`src/rtl/out_addr_gen.sv`:
```
// out_addr_gen: write-side address generator for the conv output feature maps.
// Results arrive pixel-major (all channels of one window position, then the
// next position). They are written into channel-planar BRAM using counters
// and adders only. The plane size is built by repeated addition during SETUP.
module out_addr_gen #(
    parameter int BRAM_ADDR_BIT = 32,
    parameter int DATA_BIT      = 16
) (
    input  logic                     clk,
    input  logic                     rst,
    input  logic                     start,
    input  logic [11:0]              width,
    input  logic [1:0]               stride,
    input  logic [11:0]              channel,
    input  logic [BRAM_ADDR_BIT-1:0] base,
    input  logic                     in_valid,
    input  logic [DATA_BIT-1:0]      in_data,
    output logic                     in_ready,
    output logic                     bram_we,
    output logic [BRAM_ADDR_BIT-1:0] bram_addr,
    output logic [DATA_BIT-1:0]      bram_din,
    output logic                     busy,
    output logic                     done
);

    typedef enum logic [1:0] {IDLE, SETUP, RUN, DONE} state_t;

    state_t                   state_q;
    logic [11:0]              out_w_q, chan_q, setup_cnt_q;
    logic [11:0]              ch_cnt_q, col_cnt_q, row_cnt_q;
    logic [BRAM_ADDR_BIT-1:0] base_q, plane_q, pix_addr_q, ch_addr_q;
    logic                     in_ready_q, bram_we_q, busy_q, done_q;
    logic [BRAM_ADDR_BIT-1:0] bram_addr_q;
    logic [DATA_BIT-1:0]      bram_din_q;

    logic [11:0] out_w_d;
    logic        degen_d, accept, ch_last, col_last, row_last, setup_last;

    // Output width from the live config, beat acceptance and wrap detection.
    // stride[1] selects stride 2 (covers 2 and 3); otherwise stride 1 (0 and 1).
    always_comb begin
        if (stride[1]) out_w_d = ((width - 12'd3) >> 1) + 12'd1;
        else           out_w_d = width - 12'd2;
        degen_d    = (width < 12'd3) || (channel == 12'd0);
        accept     = in_valid & in_ready_q;
        ch_last    = (ch_cnt_q == chan_q - 12'd1);
        col_last   = (col_cnt_q == out_w_q - 12'd1);
        row_last   = (row_cnt_q == out_w_q - 12'd1);
        setup_last = (setup_cnt_q == out_w_q - 12'd1);
    end

    // Frame FSM, address counters and registered BRAM write port.
    always_ff @(posedge clk) begin
        if (rst) begin
            state_q     <= IDLE;
            out_w_q     <= '0;
            chan_q      <= '0;
            setup_cnt_q <= '0;
            ch_cnt_q    <= '0;
            col_cnt_q   <= '0;
            row_cnt_q   <= '0;
            base_q      <= '0;
            plane_q     <= '0;
            pix_addr_q  <= '0;
            ch_addr_q   <= '0;
            in_ready_q  <= 1'b0;
            bram_we_q   <= 1'b0;
            busy_q      <= 1'b0;
            done_q      <= 1'b0;
            bram_addr_q <= '0;
            bram_din_q  <= '0;
        end else begin
            bram_we_q <= accept;
            done_q    <= 1'b0;
            if (accept) begin
                bram_addr_q <= ch_addr_q;
                bram_din_q  <= in_data;
            end
            case (state_q)
                IDLE: begin
                    if (start) begin
                        out_w_q     <= out_w_d;
                        chan_q      <= channel;
                        base_q      <= base;
                        plane_q     <= '0;
                        setup_cnt_q <= '0;
                        busy_q      <= 1'b1;
                        if (degen_d) begin
                            state_q <= DONE;
                            done_q  <= 1'b1;
                        end else begin
                            state_q <= SETUP;
                        end
                    end
                end
                SETUP: begin
                    // out_w additions of out_w give plane = out_w*out_w.
                    plane_q     <= plane_q + BRAM_ADDR_BIT'(out_w_q);
                    setup_cnt_q <= setup_cnt_q + 12'd1;
                    if (setup_last) begin
                        state_q    <= RUN;
                        in_ready_q <= 1'b1;
                        ch_cnt_q   <= '0;
                        col_cnt_q  <= '0;
                        row_cnt_q  <= '0;
                        pix_addr_q <= base_q;
                        ch_addr_q  <= base_q;
                    end
                end
                RUN: begin
                    if (accept) begin
                        if (!ch_last) begin
                            ch_cnt_q  <= ch_cnt_q + 12'd1;
                            ch_addr_q <= ch_addr_q + plane_q;
                        end else begin
                            // Channel wrap: back to plane 0 at the next pixel.
                            ch_cnt_q   <= '0;
                            pix_addr_q <= pix_addr_q + 1'b1;
                            ch_addr_q  <= pix_addr_q + 1'b1;
                            if (col_last) begin
                                col_cnt_q <= '0;
                                row_cnt_q <= row_cnt_q + 12'd1;
                            end else begin
                                col_cnt_q <= col_cnt_q + 12'd1;
                            end
                            if (col_last && row_last) begin
                                state_q    <= DONE;
                                in_ready_q <= 1'b0;
                                done_q     <= 1'b1;
                            end
                        end
                    end
                end
                DONE: begin
                    state_q <= IDLE;
                    busy_q  <= 1'b0;
                end
                default: state_q <= IDLE;
            endcase
        end
    end

    assign in_ready  = in_ready_q;
    assign bram_we   = bram_we_q;
    assign bram_addr = bram_addr_q;
    assign bram_din  = bram_din_q;
    assign busy      = busy_q;
    assign done      = done_q;

endmodule

```
`config.mk`:
```
export PLATFORM = sky130hd
export DESIGN_NAME = out_addr_gen
export DESIGN_NICKNAME = d
export VERILOG_FILES = /design/src/rtl/out_addr_gen.sv
export SDC_FILE = /design/constraint.sdc
export NUM_CORES = 1
export LEC_CHECK = 0
export ABC_AREA = 1
export BUFFER_PORTS_ARGS = -buffer_cell sky130_fd_sc_hd__buf_4
export CAP_MARGIN = 20
export CORE_AREA = 2 2 184 186
export CTS_CLUSTER_DIAMETER = 50
export DETAILED_ROUTE_END_ITERATION = 12
export DIE_AREA = 0 0 186 188
export PLACE_DENSITY = 0.68
export SYNTH_ARGS = -nofsm -noshare
export SYNTH_HDL_FRONTEND = slang
export SYNTH_SLANG_ARGS = --single-unit
```
`constraint.sdc`:
```
create_clock -name clk -period 6.5 [get_ports clk]
set_input_delay 1.3 -clock clk [delete_from_list [all_inputs] [get_ports clk]]
set_output_delay 1.3 -clock clk [all_outputs]
set_load 0.05 [all_outputs]
```
==> metrics.md, run 1 <==
| Metric | Value |
|---|---|
| Standard-cell rows | 67 |
| Yosys reg bits | 254 |
| Max-slew headroom at the worst pin | 0.289 |
| Footprint of the flip-flops and latches | between 5000 and 6000 µm² |
| Initial antenna violation count | 0 |
| PostCTS Resize Cnt | 0 |
| Result of the run | completed |
| Endpoint of the worst setup timing path | ch_addr_q[18] |
| FF-to-FF End | ch_addr_q[18] |
| CTS sink cnt | approximately 250 |
| Launching instance or port of the critical path | out_w_q[0] |
| Most common cell type on the critical path | sky130_fd_sc_hd__nand2_1 |
| Placed Instance Area | 17400 µm² |
| Fraction of registers with async set/reset | 0 |
| Gate count of the mapped netlist | about 2600 |
| I/O pins | 130 |
| Count of buffers inserted at the top-level ports | 128 |
| Clock tree from TritonCTS | yes |
| Reg clk slew, reported paths | 60 ps |
| Kind of cell with the highest combined delay on the critical path | simple AND/OR/NAND/NOR gates |
| Worst-case clock buffer depth | 3 |
| Sequential fraction of design power | 0.305 |
| Most frequent cells in the layout | 595 x sky130_fd_sc_hd__nand2_1, 526 x sky130_fd_sc_hd__nor2_1, 254 x sky130_fd_sc_hd__dfxtp_1 |
| Clock buffer count from CTS | 34 |
| GR Overflow Total | 0 |
| Setup total negative slack | 0 ps |
| Mux cell area share after synthesis | 0 |
| Main combinational cell family by area after synthesis | simple AND/OR/NAND/NOR gates |
| Worst path arrival time | 4870 ps |
| Main synth FF type | sky130_fd_sc_hd__dfxtp_1 |
| Max-slew violation count | 0 |
| EDFF count, synth | 0 |
| Combinational fraction of design power | 0.426 |
| Core area | 33100 µm² |
| Pleak | approximately 8 nW |
| CTS Hold Bufs | 0 |
| Die footprint | 35000 µm² |
| Total standard cell area after synthesis | roughly 16000 µm² |
| Pin slew with the least headroom to its limit | approximately 1100 ps |
| Worst setup timing slack at the placement stage | 2100 ps |
| Max Clock Skew | about 27 ps |
| Wire length after detailed routing | 50400 µm |
| Commonest non-fill, non-tap cell in the layout | sky130_fd_sc_hd__nand2_1 |
| Detail-routed via count per cell | 5.41 |
| Number of global-route vias before repair | 15500 |
| Count of cell types in the netlist | 50 |
| Synthesized-area fraction occupied by xor and xnor cells | 0.0473 |
| Floorplan die height | 188 µm |
| Starting DRT DRC Count | 1285 |
| Global-route wire length before repair | 79800 µm |
| Largest net degree at the start of global routing | 124 |
| Root Driver | sky130_fd_sc_hd__clkbuf_16 |
| Startpoint of the worst-slack reg-to-reg timing path | out_w_q[0] |
| Max-cap violation count | 0 |
| Worst-case vdd ir drop | 0.194 mV |
| Category of the most critical setup path | flop to flop |
| Sequential fraction of the synthesis area | 0.312 |
| Crit path largest cell delay | 940 ps |
| Share of layout cells above drive strength 1 | 0.0877 |
| Pint | around 3.9 mW |
| Final hold violations | 0 |
| Worst path depth | 17 |
| Kind of start point of the critical path | flop |
| Detailed Routing Iterations Pass 1 | 5 |
| Area growth from synthesis to layout | 14.5% |
| Footprint of the multi-input gates | 10000 µm² |
| Peak Freq | 223 MHz |
| Critical-path cell list | inv_2, ha_1, nand2_1, o21ai_1, nand2_1, nand2_1, nand2_1, inv_1, nand2_1, nor2_1, nand2_2, nand2_4, nand3_4, inv_2, nand2_1, nor2_1, nor2_1 |
| Critical path's slowest cell | sky130_fd_sc_hd__inv_2 |
| DRC violation count after routing | 0 |
| Yosys warning count | 0 |
| Synthesized-area fraction occupied by and/or/nand/nor cells | 0.361 |
| Fill cells | 3348 |
| Post-synthesis net count | 2744 |
| Cell count of the worst reg-to-reg path | 17 |
| Routability congestion estimate from global placement | 0.948 |
| Max Fanout on Critical Path | 56 |
| NumNets Final | 2829 |
| Via total after detailed routing | 17100 |
| Clk pwr share | 0.269 |
| Data required time at the worst endpoint | slightly below 7000 ps |
| Unrepaired setup endpoints after global routing | no |
| Average cell area after synthesis | about 6.2 µm² |
| Worst reg2reg setup slack | 2020 ps |
| ANT cells | 0 |
| Switch share | 0.441 |
| Combined buffer and inverter count along the critical path | 3 |
| Final period utilization | 0.689 |
| CTS HTree Levels | 2 |
| Cell area after layout | 18600 µm² |
| Clock latency on the worst-skew pair | 530 ps |
| Effective utilization at floorplan | 0.492 |
| Post-DP HPWL | between 30000 and 40000 µm |
| Fraction of the mapped netlist area in compound gates | 0.159 |
| Fraction of the mapped netlist area in adder cells | 0.0470 |
| Global-route usage over all layers | 0.286 |
| Antenna-violating nets left | 0 |
| Period minus WS final | 4480 ps |
| Final-report setup violation count | 0 |
| Total power per unit cell area | between 300 and 400 nW/µm² |
| Type of element capturing the critical path | flop |
| Post-CTS Setup Repair Bufs | 0 |
| Die W | 186 µm |
| Net switching power figure | about 3.1 mW |
| Post-detailed-route wirelength per cell | 15.9 µm |
| Worst Min Path Start | plane_q[31] |
| Post-route setup slack | approximately 2000 ps |
| Tightest Hold Check Type | flop to flop |
area by class of cell:
cell class | instances | area share
multi-input cells | 2057 | 0.537
flip-flops and latches | 254 | 0.273
repair buffers | 139 | 0.0584
clock buffers | 44 | 0.0504
inverters | 205 | 0.0414
well taps | 448 | 0.0301
clock inverters | 16 | 0.0102
kinds of logic (layout without fill, tap and decap cells):
group | count (synthesis) | count (layout)
AO/OA/AOI/OAI | 490 | 490
XOR/XNOR | 88 | 88
flip-flops | 254 | 254
buffers and inverters | 295 | 404
adder cells (fa/ha/maj) | 60 | 60
AND/OR/NAND/NOR | 1419 | 1419
power groups by stage:
stage          logic, mW  clock network [mW]  registers (mW)
2_1_floorplan       2.03                   0            2.29
3_3_place_gp        2.87                   0            2.15
3_5_place_dp        2.91                   0            2.16
4_1_cts             2.93                1.92            2.13
5_1_grt             3.34                1.99            2.18
6_report            2.98                1.89            2.14
cells in the mapped netlist, types with 3 or more instances:
cell,number,share of area
sky130_fd_sc_hd__a21boi_0,9,0.0041
sky130_fd_sc_hd__a21o_1,5,0.0023
sky130_fd_sc_hd__a21oi_1,180,0.055
sky130_fd_sc_hd__a221oi_1,4,0.0022
sky130_fd_sc_hd__a31oi_1,9,0.0035
sky130_fd_sc_hd__buf_1,8,0.0018
sky130_fd_sc_hd__buf_2,10,0.0031
sky130_fd_sc_hd__buf_4,3,0.0014
sky130_fd_sc_hd__buf_6,8,0.0055
sky130_fd_sc_hd__clkbuf_1,61,0.014
sky130_fd_sc_hd__dfxtp_1,254,0.31
sky130_fd_sc_hd__ha_1,58,0.045
sky130_fd_sc_hd__inv_1,199,0.046
sky130_fd_sc_hd__inv_2,4,0.00092
sky130_fd_sc_hd__nand2_1,596,0.14
sky130_fd_sc_hd__nand2_2,7,0.0027
sky130_fd_sc_hd__nand3_1,143,0.044
sky130_fd_sc_hd__nand3b_1,12,0.0055
sky130_fd_sc_hd__nand4_1,35,0.013
sky130_fd_sc_hd__nor2_1,526,0.12
sky130_fd_sc_hd__nor2_2,11,0.0042
sky130_fd_sc_hd__nor3_1,50,0.015
sky130_fd_sc_hd__nor4_1,14,0.0054
sky130_fd_sc_hd__o211ai_1,4,0.0018
sky130_fd_sc_hd__o21a_1,8,0.0037
sky130_fd_sc_hd__o21ai_0,234,0.072
sky130_fd_sc_hd__o21ai_1,23,0.0071
sky130_fd_sc_hd__o21bai_1,3,0.0014
sky130_fd_sc_hd__or2_2,13,0.0050
sky130_fd_sc_hd__xnor2_1,21,0.011
sky130_fd_sc_hd__xor2_1,67,0.036
metrics by stage:
step / power (mW) / instances / hold slack [ps] / util
final: 7.01 / 3163 / 478 / 0.563
after CTS: 6.99 / 3160 / 479 / 0.561
after global routing: 7.51 / 3163 / 497 / 0.563
after detailed placement: 5.08 / 3100 / 462 / 0.527
after global placement: 5.02 / 3100 / 453 / 0.527
after floorplan: 4.32 / 2606 / 442 / -
sequential cells by signal, summed over array words and instances (netlist names), 16 cells and up:
register / cells
base_q: 32
bram_din: 16
ch_addr_q: 32
pix_addr_q: 32
plane_q: 32
bram_addr: 32
worst min-delay path by stage:
stage,end,slack (ps),cells after the start
2_1_floorplan,plane_q[31],440,1
3_3_place_gp,plane_q[31],450,1
3_5_place_dp,plane_q[31],460,1
4_1_cts,plane_q[31],480,1
5_1_grt,plane_q[31],500,1
6_report,plane_q[31],480,1
per-layer routing:
metal | global-route usage | wire length [µm] | up-vias
met2 | 0.440 | 21600 | 534
met1 | 0.420 | 24300 | 7819
li1 | - | - | 8685
met4 | 0.0681 | 945 | 0
met5 | 0 | 0 | -
met3 | 0.0379 | 3610 | 62
Note: power is estimated with default switching activity, not from simulation.
==> run 2: changes to the inputs <==
- clock period: 6.5 -> 4.16 ns (I/O delays scaled with it)
==> run 2 against run 1 <==
Power up 61%. Combinational power up 59%. Fmax up 31%. Global-route usage up 0.69 points. Critical path depth down 2. Sequential share of layout area down 0.24 points. Register-to-register slack worse by 1300 ps. First-iteration DRC count up 12%. Clock-buffer cell count up 9. Sequential power up 56%. Critical endpoint is now row_cnt_q[9]. Highest routed layer unchanged.
==> metrics.md, run 2 (same netlist as run 1, synthesis figures left out) <==
| Metric | Value |
|---|---|
| Result of the run | completed |
| PostCTS Resize Cnt | 0 |
| ANT cells | 0 |
| I/O pins | 130 |
| Worst-case vdd ir drop | about 0.35 mV |
| Worst-case hold slack | ~470 ps |
| Global-route wire length before repair | 81600 µm |
| Crit path largest cell delay | between 400 and 500 ps |
| Post-DP HPWL | 38700 µm |
| Final period utilization | 0.820 |
| Pin slew with the least headroom to its limit | 872 ps |
| Die footprint | between 30000 and 40000 µm² |
| Global-route usage over all layers | 0.293 |
| Peak Freq | between 200 and 300 MHz |
| Max-slew violation count | 0 |
| Pleak | 8.11 nW |
| Cell area after layout | 18800 µm² |
| Final-report setup violation count | 0 |
| Number of global-route vias before repair | 15800 |
| CTS Hold Bufs | 0 |
| Pwr Total | around 11 mW |
| CTS sink cnt | 254 |
| Routability congestion estimate from global placement | 0.919 |
| Root Driver | sky130_fd_sc_hd__clkbuf_16 |
| Worst-case clock buffer depth | 3 |
| Post-CTS Setup Repair Bufs | 0 |
| Reg clk slew, reported paths | 60 ps |
| Tightest Hold Check Type | flop to flop |
| Data required time at the worst endpoint | ~4500 ps |
| Core area | approximately 33000 µm² |
| Floorplan die height | between 150 and 200 µm |
| Critical path's slowest cell | sky130_fd_sc_hd__nand3_1 |
| Fill cells | 3373 |
| Combined buffer and inverter count along the critical path | 3 |
| Period minus WS final | 3410 ps |
| GR Overflow Total | 0 |
| Setup total negative slack | 0 ps |
| Post-layout instance count excluding filler cells | 3176 |
| Starting DRT DRC Count | 1441 |
| Critical-path cell list | inv_1, ha_1, nand2_2, nor2_2, nand2_1, xor2_1, nand2_1, inv_1, nand3_2, nand2_4, nand2_2, inv_1, nand3_1, nand2_1, a21oi_1 |
| Commonest non-fill, non-tap cell in the layout | sky130_fd_sc_hd__nand2_1 |
| Max-cap violation count | 0 |
| Footprint of the multi-input gates | 10000 µm² |
| Footprint of the flip-flops and latches | 5080 µm² |
| Type of element capturing the critical path | flop |
| CTS HTree Levels | 2 |
| Total power per unit cell area | 600 nW/µm² |
| Post-detailed-route wirelength per cell | 16.3 µm |
| Clock buffer count from CTS | 37 |
| NumNets Final | ~2800 |
| Standard-cell rows | 67 |
| Detailed Routing Iterations Pass 1 | 6 |
| Effective utilization at floorplan | 0.492 |
| Antenna-violating nets left | 0 |
| Initial antenna violation count | 0 |
| Detail-routed via count per cell | between 5 and 6 |
| Die W | roughly 190 µm |
| Placed Instance Area | 17500 µm² |
| Wire length after detailed routing | ~52000 µm |
| Max-slew headroom at the worst pin | 0.417 |
| Clock tree from TritonCTS | yes |
| Category of the most critical setup path | flop to flop |
| Count of buffers inserted at the top-level ports | 128 |
| Worst path arrival time | 3780 ps |
| Area growth from synthesis to layout | 15.5% |
| DRC violation count after routing | 0 |
| Total placed cells including tap cells | 3109 |
| Max Clock Skew | 14.2 ps |
| Most frequent cells in the layout | 595 x sky130_fd_sc_hd__nand2_1, 526 x sky130_fd_sc_hd__nor2_1, 254 x sky130_fd_sc_hd__dfxtp_1 |
| Final hold violations | 0 |
| Via total after detailed routing | 17200 |
| Kind of start point of the critical path | flop |
| Kind of cell with the highest combined delay on the critical path | simple AND/OR/NAND/NOR gates |
| Max Fanout on Critical Path | 24 |
| Unrepaired setup endpoints after global routing | no |
| Clock latency on the worst-skew pair | about 530 ps |
| Largest net degree at the start of global routing | 132 |
| Share of layout cells above drive strength 1 | 0.0916 |
==> run 2: changes by cell type in the layout (fill, tap and decap cells not counted) <==
cell / before / now
sky130_fd_sc_hd__clkbuf_8: 3 / 7
sky130_fd_sc_hd__buf_4: 136 / 143
sky130_fd_sc_hd__bufinv_16: 3 / 2
sky130_fd_sc_hd__clkinv_4: 2 / 4
sky130_fd_sc_hd__buf_16: 1 / 0
sky130_fd_sc_hd__inv_8: 2 / 4
sky130_fd_sc_hd__clkbuf_16: 35 / 39
sky130_fd_sc_hd__inv_6: 4 / 3
sky130_fd_sc_hd__clkbuf_1: 6 / 7
sky130_fd_sc_hd__clkinv_2: 5 / 1
==> run 2: path summary, 6_finish.rpt <==
kind | start | endpoint | slack [ps] | depth (start not counted)
setup / recovery | chan_q[0] | row_cnt_q[9] | 750 | 15
hold / removal | plane_q[31] | plane_q[31] | 470 | 1
setup reg to reg | chan_q[0] | row_cnt_q[9] | 750 | 15
hold reg to reg | plane_q[31] | plane_q[31] | 470 | 1
==> run 2: area by class of cell <==
class	count	area share
Multi-Input combinational cell	2057	0.532
Clock inverter	14	0.00911
Inverter	205	0.0410
Timing Repair Buffer	145	0.0592
Tap cell	448	0.0298
Clock buffer	53	0.0584
Sequential cell	254	0.270
==> run 2: power by group <==
| group | switching [mW] | total (mW) | internal [mW] |
|---|---|---|---|
| clock network | 1.22 | 3.21 | 1.99 |
| registers | 0.443 | 3.34 | 2.90 |
| logic | 3.30 | 4.74 | 1.44 |
| total | 4.96 | 11.3 | 6.33 |
==> run 2: through the flow <==
step / setup slack, ps / util
finish: 750 / 0.568
floorplan: 1760 / -
detailed placement: 818 / 0.530
global route: 420 / 0.568
CTS: 800 / 0.568
global placement: 941 / 0.530
==> run 2: metal layers <==
layer | GRT usage | routed length, µm | up-vias
met5 | 0 | 0 | -
met4 | 0.0775 | 1200 | 0
met3 | 0.0379 | 3870 | 75
met2 | 0.448 | 21800 | 580
met1 | 0.430 | 24700 | 7855
li1 | - | - | 8727
